==> src/rtl/fifo_wr_fsm_pkg.sv <==
// rtl/fifo_wr_fsm_pkg.sv - shared sizing for the voq_in ping-pong FIFO write and read FSMs
package fifo_wr_fsm_pkg;

    localparam int DATA_WIDTH      = 8;
    localparam int PORT_NUB_TOTAL  = 4;
    localparam int DATA_LENGTH_MAX = 8;

    // FIFO word is {last, dest, data}; last sits at the MSB so the reader can slice it directly
    function automatic int fifo_width(input int data_width, input int width_sel);
        return width_sel + data_width + 1;
    endfunction

    function automatic int last_pos(input int data_width, input int width_sel);
        return width_sel + data_width;
    endfunction

endpackage

==> src/rtl/fifo_wr_fsm_pkt_len_chk.sv <==
// rtl/fifo_wr_fsm_pkt_len_chk.sv - beat counter, length limit and sop/eop framing checks
module fifo_wr_fsm_pkt_len_chk
    import fifo_wr_fsm_pkg::*;
#(
    parameter int LEN_MAX      = DATA_LENGTH_MAX,
    parameter int WIDTH_LENGTH = $clog2(LEN_MAX) + 1
) (
    input  logic clk,
    input  logic rst_n,
    input  logic idle,
    input  logic in_pkt,
    input  logic acc,
    input  logic sop,
    input  logic eop,
    output logic len_hit,
    output logic sop_err,
    output logic stray_err
);

    localparam logic [WIDTH_LENGTH-1:0] LEN_LIMIT = WIDTH_LENGTH'(LEN_MAX);
    localparam logic [WIDTH_LENGTH-1:0] ONE       = WIDTH_LENGTH'(1);

    logic [WIDTH_LENGTH-1:0] count;
    logic                    pkt_end;

    // len_hit flags the beat that would be the LEN_MAX-th one without closing the packet
    assign len_hit   = in_pkt && !eop && ((count + ONE) == LEN_LIMIT);
    assign sop_err   = in_pkt && sop;
    assign stray_err = idle && !sop;
    assign pkt_end   = eop || sop || len_hit;

    always_ff @(posedge clk or negedge rst_n) begin
        if (!rst_n) begin
            count <= '0;
        end else if (acc) begin
            if (idle) begin
                count <= (sop && !eop) ? ONE : '0;
            end else if (in_pkt) begin
                count <= pkt_end ? '0 : count + ONE;
            end
        end
    end

endmodule

==> src/rtl/fifo_wr_fsm.sv <==
// rtl/fifo_wr_fsm.sv - write-side controller steering whole packets alternately into FIFO1/FIFO2
module fifo_wr_fsm
    import fifo_wr_fsm_pkg::*;
#(
    parameter int DATA_WIDTH   = fifo_wr_fsm_pkg::DATA_WIDTH,
    parameter int PORT_NUB     = PORT_NUB_TOTAL,
    parameter int WIDTH_SEL    = $clog2(PORT_NUB),
    parameter int WIDTH_FIFO   = fifo_width(DATA_WIDTH, WIDTH_SEL),
    parameter int LEN_MAX      = DATA_LENGTH_MAX,
    parameter int WIDTH_LENGTH = $clog2(LEN_MAX) + 1
) (
    input  logic                  clk,
    input  logic                  rst_n,
    input  logic                  in_valid,
    input  logic                  in_sop,
    input  logic                  in_eop,
    input  logic [WIDTH_SEL-1:0]  in_dest,
    input  logic [DATA_WIDTH-1:0] in_data,
    output logic                  in_ready,
    input  logic                  fifo1_full,
    input  logic                  fifo2_full,
    output logic                  fifo1_wr_en,
    output logic                  fifo2_wr_en,
    output logic [WIDTH_FIFO-1:0] fifo_wr_data,
    output logic [1:0]            pkt_done_out,
    output logic                  err_out
);

    typedef enum logic [1:0] {
        IDLE = 2'd0,
        WR1  = 2'd1,
        WR2  = 2'd2,
        DROP = 2'd3
    } state_t;

    state_t               state;
    state_t               state_nxt;
    logic                 next_sel;
    logic [WIDTH_SEL-1:0] dest_reg;

    logic idle;
    logic in_pkt;
    logic tgt;
    logic cur_full;
    logic acc;
    logic wr;
    logic last;
    logic done_now;
    logic err_now;
    logic len_hit;
    logic sop_err;
    logic stray_err;

    assign idle     = (state == IDLE);
    assign in_pkt   = (state == WR1) || (state == WR2);
    // In IDLE/DROP the target is the FIFO the next packet will go to
    assign tgt      = (state == WR1) ? 1'b0 : (state == WR2) ? 1'b1 : next_sel;
    assign cur_full = tgt ? fifo2_full : fifo1_full;
    assign in_ready = (state == DROP) || !cur_full;
    assign acc      = in_valid && in_ready;

    fifo_wr_fsm_pkt_len_chk #(
        .LEN_MAX      (LEN_MAX),
        .WIDTH_LENGTH (WIDTH_LENGTH)
    ) u_pkt_len_chk (
        .clk       (clk),
        .rst_n     (rst_n),
        .idle      (idle),
        .in_pkt    (in_pkt),
        .acc       (acc),
        .sop       (in_sop),
        .eop       (in_eop),
        .len_hit   (len_hit),
        .sop_err   (sop_err),
        .stray_err (stray_err)
    );

    always_comb begin
        state_nxt    = state;
        wr           = 1'b0;
        last         = 1'b0;
        err_now      = 1'b0;
        fifo1_wr_en  = 1'b0;
        fifo2_wr_en  = 1'b0;
        fifo_wr_data = '0;

        wr       = acc && (in_pkt || (idle && in_sop));
        // A stray sop or the length limit closes the packet so the reader never sees it open
        last     = in_eop || sop_err || len_hit;
        err_now  = acc && (stray_err || sop_err || len_hit);
        done_now = wr && last;

        if (wr) begin
            fifo1_wr_en  = !tgt;
            fifo2_wr_en  = tgt;
            fifo_wr_data = {last, (idle ? in_dest : dest_reg), in_data};
        end

        case (state)
            IDLE: begin
                if (acc) begin
                    if (in_eop) begin
                        state_nxt = IDLE;
                    end else if (in_sop) begin
                        state_nxt = next_sel ? WR2 : WR1;
                    end else begin
                        state_nxt = DROP;
                    end
                end
            end
            WR1, WR2: begin
                if (acc) begin
                    if (in_eop) begin
                        state_nxt = IDLE;
                    end else if (in_sop || len_hit) begin
                        state_nxt = DROP;
                    end
                end
            end
            DROP: begin
                if (acc && in_eop) begin
                    state_nxt = IDLE;
                end
            end
            default: state_nxt = IDLE;
        endcase
    end

    always_ff @(posedge clk or negedge rst_n) begin
        if (!rst_n) begin
            state        <= IDLE;
            next_sel     <= 1'b0;
            dest_reg     <= '0;
            pkt_done_out <= 2'b00;
            err_out      <= 1'b0;
        end else begin
            state        <= state_nxt;
            next_sel     <= next_sel ^ done_now;
            pkt_done_out <= done_now ? (tgt ? 2'b10 : 2'b01) : 2'b00;
            err_out      <= err_now;
            if (idle && acc && in_sop) begin
                dest_reg <= in_dest;
            end
        end
    end

endmodule
==> config.mk <==
export PLATFORM = sky130hd
export DESIGN_NAME = fifo_wr_fsm
export DESIGN_NICKNAME = d
export VERILOG_FILES = /design/src/rtl/fifo_wr_fsm_pkg.sv /design/src/rtl/fifo_wr_fsm_pkt_len_chk.sv /design/src/rtl/fifo_wr_fsm.sv
export SDC_FILE = /design/constraint.sdc
export NUM_CORES = 1
export LEC_CHECK = 0
export ABC_AREA = 1
export CAP_MARGIN = 25
export CORE_ASPECT_RATIO = 0.8
export CORE_UTILIZATION = 45
export CTS_CLUSTER_DIAMETER = 30
export CTS_CLUSTER_SIZE = 28
export DETAILED_ROUTE_END_ITERATION = 7
export GPL_TIMING_DRIVEN = 0
export PLACE_DENSITY = 0.85
export SYNTH_ARGS = -nofsm -noshare
export SYNTH_HDL_FRONTEND = slang
export SYNTH_HIERARCHICAL = 1
export SYNTH_SLANG_ARGS = --single-unit
export TNS_END_PERCENT = 1
==> constraint.sdc <==
create_clock -name clk -period 2.13 [get_ports clk]
set_input_delay 0.426 -clock clk [delete_from_list [all_inputs] [get_ports clk]]
set_output_delay 0.426 -clock clk [all_outputs]
set_load 0.02 [all_outputs]
==> metrics, run 1 <==
Post-synth EDFFs 0; setup TNS -0.954 ns; total grt overflow 0; port bufs 33; setup slack after layout -0.123 ns; largest net degree at the start of global routing 13; endpoints failing setup 13; worst skew pair latency about 0.28 ns; fin. max-slew vios 0; Post-Synth Simple-Gate Area 38.9%; Synth Register Bits 12; design area 1590 um^2; Num CTS Buffers 3; Worst Path Required between 1.5 and 2 ns; Final Skew 0.00185 ns; largest family of logic cells by synthesized area simple AND/OR/NAND/NOR gates; Synth area leaders dfrtp_1 (30%), nand2_1 (12%), inv_1 (12%); Die W 54.8 um; Initial Utilization 50.3%; Detailed Routing Iterations Pass 1 4; Synth Flop Type dfrtp_1; sequential share of power 20.1%; Tmin final approximately 2.3 ns; CTS tree done; HP Class in2async; Synth Area in Compound Gates 9.09%; Worst-path clk slew around 0.08 ns; htree depth 1; Synth Net Count roughly 170; synthesis-to-layout area growth 58.7%; area post-placement 1370 um^2; xor/xnor share of the synthesized area 0%; synthesized cell area around 1000 um^2; failing checks setup timing; Cell Pwr Density 1180 nW/um^2; first-pass GRT wire length 4240 um; Yosys warnings 6; number of global-route vias before repair 917; Sw Share between 40 and 50%; layout cells sized above 1 41.4%; Slew HR 61.4%; Worst-Margin Slew approximately 0.58 ns; WL/cell about 16 um; Most flops, register u_pkt_len_chk/count; RSZ-0062 raised after global routing true; GRT Util Overall between 20% and 30%; commonest non-fill, non-tap cells in the layout nand2_1 (30), inv_1 (24), buf_4 (20); CTS sink cnt 12; Diodes inserted 0; fin crit share 106%; Power, Total 1.87 mW; root buffer cell clkbuf_4; Mapped Avg Cell Area approximately 7 um^2; placer congestion estimate 0.844; Nets between 200 and 250; DP Wirelength 2030 um; max-cap check violation count 0; Max IR drop VDD 0.000948 V; Post-Route WL 3360 um; drc violations 0; CP Launch Type flip-flop; worst-path fanout max 5; FFs w/ async S/R, synth 100%; Fmax achieved 444 MHz; Place WS -0.704 ns; maximum buffer depth of the clock tree 2; register area share after synthesis 29.9%; max reg flops 4; status finished, violations left; Clk network pwr share 9.9%; fill count 131; Gate Count Post-Synth around 140; initial antenna violation count 0; internal power 0.969 mW; DRT iter0 DRCs 56; post-synthesis cell type count 24; Core ar. 2000 um^2; Antenna Nets Post-Route 0; die outline height 44.3 um; WHS 0.510 ns; element type at the critical path end output port; die footprint 2430 um^2; final number of hold-violating endpoints 0; Synth top area share 29.9%; Row Count 14; CTS Hold Bufs 0; WS Path Type reg2out; switching pwr roughly 0.90 mW; Yosys top cell by area dfrtp_1; Leak 0.821 nW; mux contribution to synthesized area 0%; Vias 1127; CP arrival 1.83 ns; commonest non-fill, non-tap cell in the layout nand2_1; combinational share of power ~70%; I/O pins 34; Vias/cell 5.24; Post-Synth Adder-Cell Area 8.72%
## routing by layer
metal,vias to the layer above,track usage (%),part of all wire (%)
met2,41,40.0,51
li1,533,-,-
met3,8,7.22,5.7
met5,-,0,0
met1,545,33.8,42
met4,0,3.59,1.5
## cell usage after synthesis, types with 2 or more instances
cell / n
a21oi_1: 2
dfrtp_1: 12
ha_1: 7
inv_1: 31
inv_2: 2
nand2_1: 32
nand2_2: 5
nand3_1: 4
nand3_2: 5
nand4_1: 3
nor2_1: 19
nor2_4: 2
nor3_1: 2
o21ai_0: 2
o21ai_2: 5
## cell type report
| class | count | area [um^2] | area share [%] |
|---|---|---|---|
| Buffer | 1 | 11.3 | 0.706 |
| Inverter | 33 | 131 | 8.24 |
| Timing Repair Buffer | 45 | 404 | 25.4 |
| Multi-Input combinational cell | 96 | 677 | 42.5 |
| Tap cell | 24 | 30.0 | 1.88 |
| Clock buffer | 4 | 36.3 | 2.28 |
| Sequential cell | 12 | 304 | 19.1 |
## repair_timing
item	in CTS	in global routing
setup buffers	1	10
pin swaps	2	8
gates cloned	0	1
gates resized for setup	75	35
setup endpoints to repair	14	14
## final timing paths
kind                            cells after the start                                 end                    start  slack, ns
worst max-delay path                                8                     fifo_wr_data[4]     state[1]$_DFFE_PN0P_      -0.12
worst min-delay path                                1             dest_reg[1]$_DFFE_PN0P_                    rst_n       0.51
min in group clk                                    2             dest_reg[0]$_DFFE_PN0P_  dest_reg[0]$_DFFE_PN0P_       0.54
worst max register to register                     15  u_pkt_len_chk/count[1]$_DFFE_PN0P_     state[0]$_DFFE_PN0P_       0.24
max in group asynchronous                           1  u_pkt_len_chk/count[1]$_DFFE_PN0P_                    rst_n       1.21
worst min register to register                      2             dest_reg[0]$_DFFE_PN0P_  dest_reg[0]$_DFFE_PN0P_       0.54
## per-stage QoR
step           instances  utilization [%]
3_3_place_gp         199             68.4
3_5_place_dp         199             68.4
4_1_cts              204             70.2
5_1_grt              215             79.8
6_report             215             79.8
2_1_floorplan        142                -
## logic make-up (layout without fill, tap and decap cells)
logic type / after synthesis / count (layout)
AOI/OAI and AO/OA: 13 / 13
adders and majority gates: 7 / 7
buffers and inverters: 34 / 83
DFF: 12 / 12
and+or+nand+nor: 76 / 76
## critical path: stages (launching register included)
cell and delay, ns:
dfrtp_2 0.47, inv_4 0.10, ha_4 0.16, inv_2 0.08, o21ai_2 0.17, nand3_4 0.13
buf_6 0.16, nor2_2 0.11, buf_4 0.16
## power by group through the flow
stage          combinational, mW  sequential (mW)  clock (mW)
2_1_floorplan              0.607            0.367           0
3_3_place_gp               0.877            0.364           0
3_5_place_dp               0.913            0.371           0
4_1_cts                    0.966            0.370       0.186
5_1_grt                     1.40            0.380       0.202
6_report                    1.31            0.376       0.186
(Power assumes the default switching activity.)
==> run 2: changes to the inputs <==
Settings changed: CAP_MARGIN 25 to 20.
==> results of run 2 <==
No change in the layout: final DEF, timing and power equal those of run 1.
